File: src/rtl/pulse_period_meter.sv
// pulse_period_meter: measures high time and period from edge pulses, presented on a valid/ready result register
module pulse_period_meter #(
    parameter int CNT_W = 16
) (
    input  logic             clk,
    input  logic             rst_n,
    input  logic             en,
    input  logic             rise_p,
    input  logic             fall_p,
    output logic             meas_valid,
    input  logic             meas_ready,
    output logic [CNT_W-1:0] high_time,
    output logic [CNT_W-1:0] period,
    output logic             sat,
    output logic             overrun,
    input  logic             clr_overrun
);
    typedef enum logic [1:0] {IDLE, HIGH, LOW} state_t;
    localparam logic [CNT_W-1:0] MAX = '1;
    state_t state, state_nxt;
    logic [CNT_W-1:0] cnt, cnt_inc, hi_lat;
    logic hi_sat, rise, fall, done, load, set_ovr;
    // Coincident rise and fall pulses cancel each other out
    assign rise    = rise_p & ~fall_p;
    assign fall    = fall_p & ~rise_p;
    assign cnt_inc = (cnt == MAX) ? cnt : cnt + 1'b1;
    // State register
    always_ff @(posedge clk) begin
        if (!rst_n) state <= IDLE;
        else        state <= state_nxt;
    end
    // Next state: any clean rise (re)starts HIGH, a fall in HIGH moves to LOW
    always_comb begin
        state_nxt = !en ? IDLE : rise ? HIGH : (state == HIGH && fall) ? LOW : state;
    end
    // Outputs of the FSM: measurement completion and result-register acceptance
    always_comb begin
        done    = en & rise & (state == LOW);
        load    = done & (~meas_valid | meas_ready);
        set_ovr = done & meas_valid & ~meas_ready;
    end
    // Saturating cycle counter and high-time latch
    always_ff @(posedge clk) begin
        if (!rst_n) begin
            cnt    <= '0;
            hi_lat <= '0;
            hi_sat <= 1'b0;
        end else begin
            cnt <= !en ? '0 : rise ? CNT_W'(1) : (state == IDLE) ? '0 : cnt_inc;
            if (en && state == HIGH && fall) begin
                hi_lat <= cnt;
                hi_sat <= (cnt == MAX);
            end
        end
    end
    // Result register with handshake and sticky overrun (set beats clear)
    always_ff @(posedge clk) begin
        if (!rst_n) begin
            meas_valid <= 1'b0;
            high_time  <= '0;
            period     <= '0;
            sat        <= 1'b0;
            overrun    <= 1'b0;
        end else begin
            if (load) begin
                meas_valid <= 1'b1;
                high_time  <= hi_lat;
                period     <= cnt;
                sat        <= hi_sat | (cnt == MAX);
            end else if (meas_valid && meas_ready) begin
                meas_valid <= 1'b0;
            end
            overrun <= set_ovr | (overrun & ~clr_overrun);
        end
    end
endmodule

File: config.mk
export PLATFORM = sky130hd
export DESIGN_NAME = pulse_period_meter
export DESIGN_NICKNAME = d
export VERILOG_FILES = /design/src/rtl/pulse_period_meter.sv
export SDC_FILE = /design/constraint.sdc
export NUM_CORES = 1
export LEC_CHECK = 0
export ABC_AREA = 1
export CAP_MARGIN = 20
export CORE_ASPECT_RATIO = 1.4
export CORE_MARGIN = 5
export CORE_UTILIZATION = 57
export CTS_CLUSTER_DIAMETER = 200
export CTS_CLUSTER_SIZE = 12
export DETAILED_ROUTE_END_ITERATION = 6
export PLACE_DENSITY_LB_ADDON = 0.12
export SLEW_MARGIN = 20
export SYNTH_ARGS = -nofsm -noshare
export SYNTH_HDL_FRONTEND = slang
export SYNTH_SLANG_ARGS = --single-unit
File: constraint.sdc
create_clock -name clk -period 2.55 [get_ports clk]
set_input_delay 0.3825 -clock clk [delete_from_list [all_inputs] [get_ports clk]]
set_output_delay 0.3825 -clock clk [all_outputs]
set_load 0.01 [all_outputs]
# Word level (Yosys, flattened, before mapping)
# Cells that the tools add are included.
# classes
addsub	1
eq_ne	4
mux	7
n_bitwise	18
reduce_logical	10
# ops
op	count
$add 16x1->16 const B	1
$eq 16x16->1 const B	1
$and 1x1->1	8
$mux 1	7
$not 1->1	7
$logic_and 1x1->1	4
$reduce_bool 2->1	2
$reduce_or 4->1	1
$ne 3x3->1 const B	1
$or 1x1->1	3
$reduce_or 3->1	1
$eq 2x1->1 const B	1
$eq 2x2->1 const B	1
$logic_not 2->1	1
$reduce_and 2->1	1
# totals
reg_bits	70
in_bits	7
elab_cells	51

# Longest topological paths before layout
# depth
word_depth	7
mapped_depth	10

# Least setup slack after synthesis
# OpenSTA, ideal clock, no wires.
# synth_timing
path_kind	register -> register
startpoint	register cnt[0]
endpoint	register cnt[1]
setup_time_ns	0.123
arrival_time_ns	1.301
t_required_ns	2.427
setup_slack_ns	1.127
stages_incl_launch_ff	10
path_cell_list	dfxtp_1 ha_1 inv_1 nor2_4 nand2_4 nor2_4 inv_2 buf_6 nand2_1 a21oi_1
# synth_between
elab_chain_cells	1
word_cells_on_any_way	2
cone_classes	add/sub: 1; eq/ne: 1
# synth_lines
item	line_no	rtl
start, declared	21	logic [CNT_W-1:0] cnt, cnt_inc, hi_lat;
start signal, assigned	49	cnt <= !en ? '0 : rise ? CNT_W'(1) : (state == IDLE) ? '0 : cnt_inc;
$add 16x1->16 / $eq 16x16->1 (equally long branches)	26	assign cnt_inc = (cnt == MAX) ? cnt : cnt + 1'b1;
# Parallel ways exist; a longest one is shown, timed or not.
# A chain may end at the register's enable or synchronous reset.

# Worst setup path in the final report
# layout_timing
startpoint	input port rise_p
endpoint	register high_time[6]
# layout_between
elab_chain_cells	4
# layout_lines
item	line_no	rtl
start, declared	8	input logic rise_p,
$and 1x1->1	24	assign rise = rise_p & ~fall_p;
$and 1x1->1 (2 in series)	38	done = en & rise & (state == LOW);
$and 1x1->1	39	load = done & (~meas_valid | meas_ready);
end signal, assigned	67	high_time <= hi_lat;
end, declared	12	output logic [CNT_W-1:0] high_time,
# Every way passes these cells.

==> flow_metrics.env <==
export IMPL_grt_max_degree=52
export IMPL_die_y_microns=92.9
export IMPL_critPathRequiredTime_ns=2.80
export IMPL_drt_first_pass_iters=5
export IMPL_drt_total_wl_mm=6.25
export IMPL_clkPwrFrac=0.440
export IMPL_antenna_found_initial=0
export IMPL_ctsHoldBuffers=0
export IMPL_use_met2=0.337
export IMPL_dp_hpwl_mm=4.41
export IMPL_switching_share=0.230
export IMPL_maxSlewHeadroom=0.714
export IMPL_cts_root_buffer_cell="clkbuf_8"
export IMPL_yosysUniqueCellTypes=25
export IMPL_path_class="input port to flop"
export IMPL_comb_power_share=0.020
export IMPL_portBuffers=41
export IMPL_finalHoldViolCount=0
export IMPL_syn_num_nets=376
export IMPL_met1_usage=0.268
export IMPL_p_switching_w=0.000468
export IMPL_seqPwrFrac=0.540
export IMPL_whs_ns=0.481
export IMPL_max_cap_violations=0
export IMPL_cp_max_fo=19
export IMPL_drive_gt1_frac=0.0865
export IMPL_dieArea_sq_mm=0.00642
export IMPL_cts_buffers=9
export IMPL_slew_violations=0
export IMPL_start_kind="input port"
export IMPL_cp_arrival_ns=1.94
export IMPL_ir_drop_mv=0.624
export IMPL_synth_seq_cells=70
export IMPL_holdPathStages=2
export IMPL_viasPerCell=5.15
export IMPL_cts_setup_buffers=0
export IMPL_p_leak_nw=1.41
export IMPL_min_period_ns=1.68
export IMPL_clkTransAtPathRegs_ns=0.08
export IMPL_intPower_w=0.00157
export IMPL_globalplace_congestion=0.843
export IMPL_drt_initial_drc_count=170
export IMPL_nets=419
export IMPL_busiest_layer="met2"
export IMPL_cts_sinks=70
export IMPL_die_w_microns=69.2
export IMPL_core_sq_mm=0.00480
export IMPL_synthFlopType="dfxtp_1"
export IMPL_power_density_mw_per_mm2=589
export IMPL_drcViolationCount=0
export IMPL_status="completed"
export IMPL_ios=42
export IMPL_async_flop_share=0
export IMPL_avgSynthCellArea_sq_um=7.60
export IMPL_area_delta_synth_final_pct=23.6
export IMPL_post_route_period_util=0.661
export IMPL_tightest_slew_ns=0.427
export IMPL_row_count=30
export IMPL_syn_area_sq_mm=0.00280
export IMPL_synth_edf_count=0
export IMPL_use_met3=0.0478
export IMPL_overflow=0
export IMPL_cts_tree="built"
export IMPL_cts_max_path_buffers=2
export IMPL_fmax_mhz=594
export IMPL_ys_seq_area_frac=0.501
export IMPL_htree_levels=3
export IMPL_crit_path_end_kind="flop"
export IMPL_grt_setup_unrepaired="false"
export IMPL_grt_pass1_vias=2354
export IMPL_yosys_warnings=0
export IMPL_tns_ns=0
export IMPL_grt_pass1_wl_mm=11.0
export IMPL_skew_ns=0.00777
export IMPL_antenna_left=0
export IMPL_track_usage=0.212
export IMPL_wire_per_inst_microns=13.0
export IMPL_min_path_type="flop to flop"
export IMPL_cts_resized=0
export IMPL_diodes=0
export IMPL_insertion_delay_ns=0.35
export IMPL_initial_core_util=0.582
export IMPL_num_vias=2473
export IMPL_synth_cells=368
export IMPL_setup_viol=0
export IMPL_reg2regPathDepth=9
## worst paths after layout
kind | start | to | slack (ns)
max | rise_p | high_time[6] | 0.87
min | overrun | overrun | 0.48
max reg2reg | cnt[0] | cnt[15] | 0.90
min reg2reg | overrun | overrun | 0.48
## synth_stat cells, types with 2 or more instances
library cell,number,share of area
nor2_4,4,0.016
nor2_1,64,0.086
inv_1,35,0.047
buf_4,2,0.0054
a31oi_1,7,0.016
o21ai_0,41,0.073
buf_2,5,0.0090
nand4_1,4,0.0090
a21oi_1,35,0.063
nand2_1,49,0.066
nand2_2,2,0.0045
buf_6,3,0.012
inv_2,3,0.0040
clkbuf_1,4,0.0054
nand3_2,2,0.0072
nand3_1,15,0.027
dfxtp_1,70,0.50
o21ai_1,16,0.029
## final cells by class
class	count	area, sq um
tap	64	80.1
clock buffer	9	124
sequential	70	1400
fill	401	1350
multi-input combinational	245	1160
inverter	38	143
timing repair buffer	47	468
clock inverter	7	73.8
## worst max-delay path, cell delays in order
cell and delay [ns]:
clkdlybuf4s50_1 0.52, nand2_2 0.12, nor3_4 0.42, inv_2 0.24, nor2_1 0.18, nor2_1 0.06
## per-layer routing
layer	wire, microns	up-vias
li1	-	1292
met2	3000	42
met5	0	-
met1	2890	1127
met4	132	0
met3	230	12
## cells by family (layout without fill, tap and decap cells)
group,after synthesis,count (layout),share of synthesized area
adders and majority gates,1,1,0.00448
DFF,70,70,0.501
AOI/OAI and AO/OA,100,100,0.183
and+or+nand+nor,144,144,0.227
buffers and inverters,53,101,0.0841
## power by group through the flow
stage / logic [W] / registers (W) / clock network [W]
detailed placement: 0.0000407 / 0.00112 / 0
CTS: 0.0000410 / 0.00110 / 0.000900
finish: 0.0000415 / 0.00110 / 0.000895
floorplan: 0.0000230 / 0.00112 / 0
global placement: 0.0000402 / 0.00112 / 0
global route: 0.0000459 / 0.00110 / 0.000944
## stage by stage
| stage | setup slack (ns) | utilization | total power [W] | area [sq um] | instances |
|---|---|---|---|---|---|
| global route | 0.743 | 0.719 | 0.00209 | 3450 | 480 |
| global placement | 0.568 | 0.678 | 0.00117 | 3260 | 464 |
| floorplan | 1.13 | - | 0.00115 | 2800 | 368 |
| detailed placement | 0.503 | 0.678 | 0.00117 | 3260 | 464 |
| CTS | 0.870 | 0.719 | 0.00204 | 3450 | 480 |
| finish | 0.866 | 0.719 | 0.00204 | 3450 | 480 |
## layout by cell type, fill, tap and decap left out, types with 2 or more instances in the layout
cell              n
dfxtp_1          70
o21ai_1          16
buf_4             5
nand3_2           2
inv_2             3
clkinv_2          2
a31oi_1           7
clkinv_4          2
clkdlybuf4s50_1  41
nor2_1           64
nor2_4            4
nand2_2           2
nand4_1           4
inv_1            35
nand2_1          49
clkbuf_8          9
nand3_1          15
a21oi_1          35
o21ai_0          41
## flip-flops by register name, summed over array words and instances (netlist names)
register	flops
sat	1
hi_sat	1
hi_lat	16
state	2
high_time	16
cnt	16
overrun	1
meas_valid	1
period	16
Note: power is estimated with default switching activity, not from simulation.
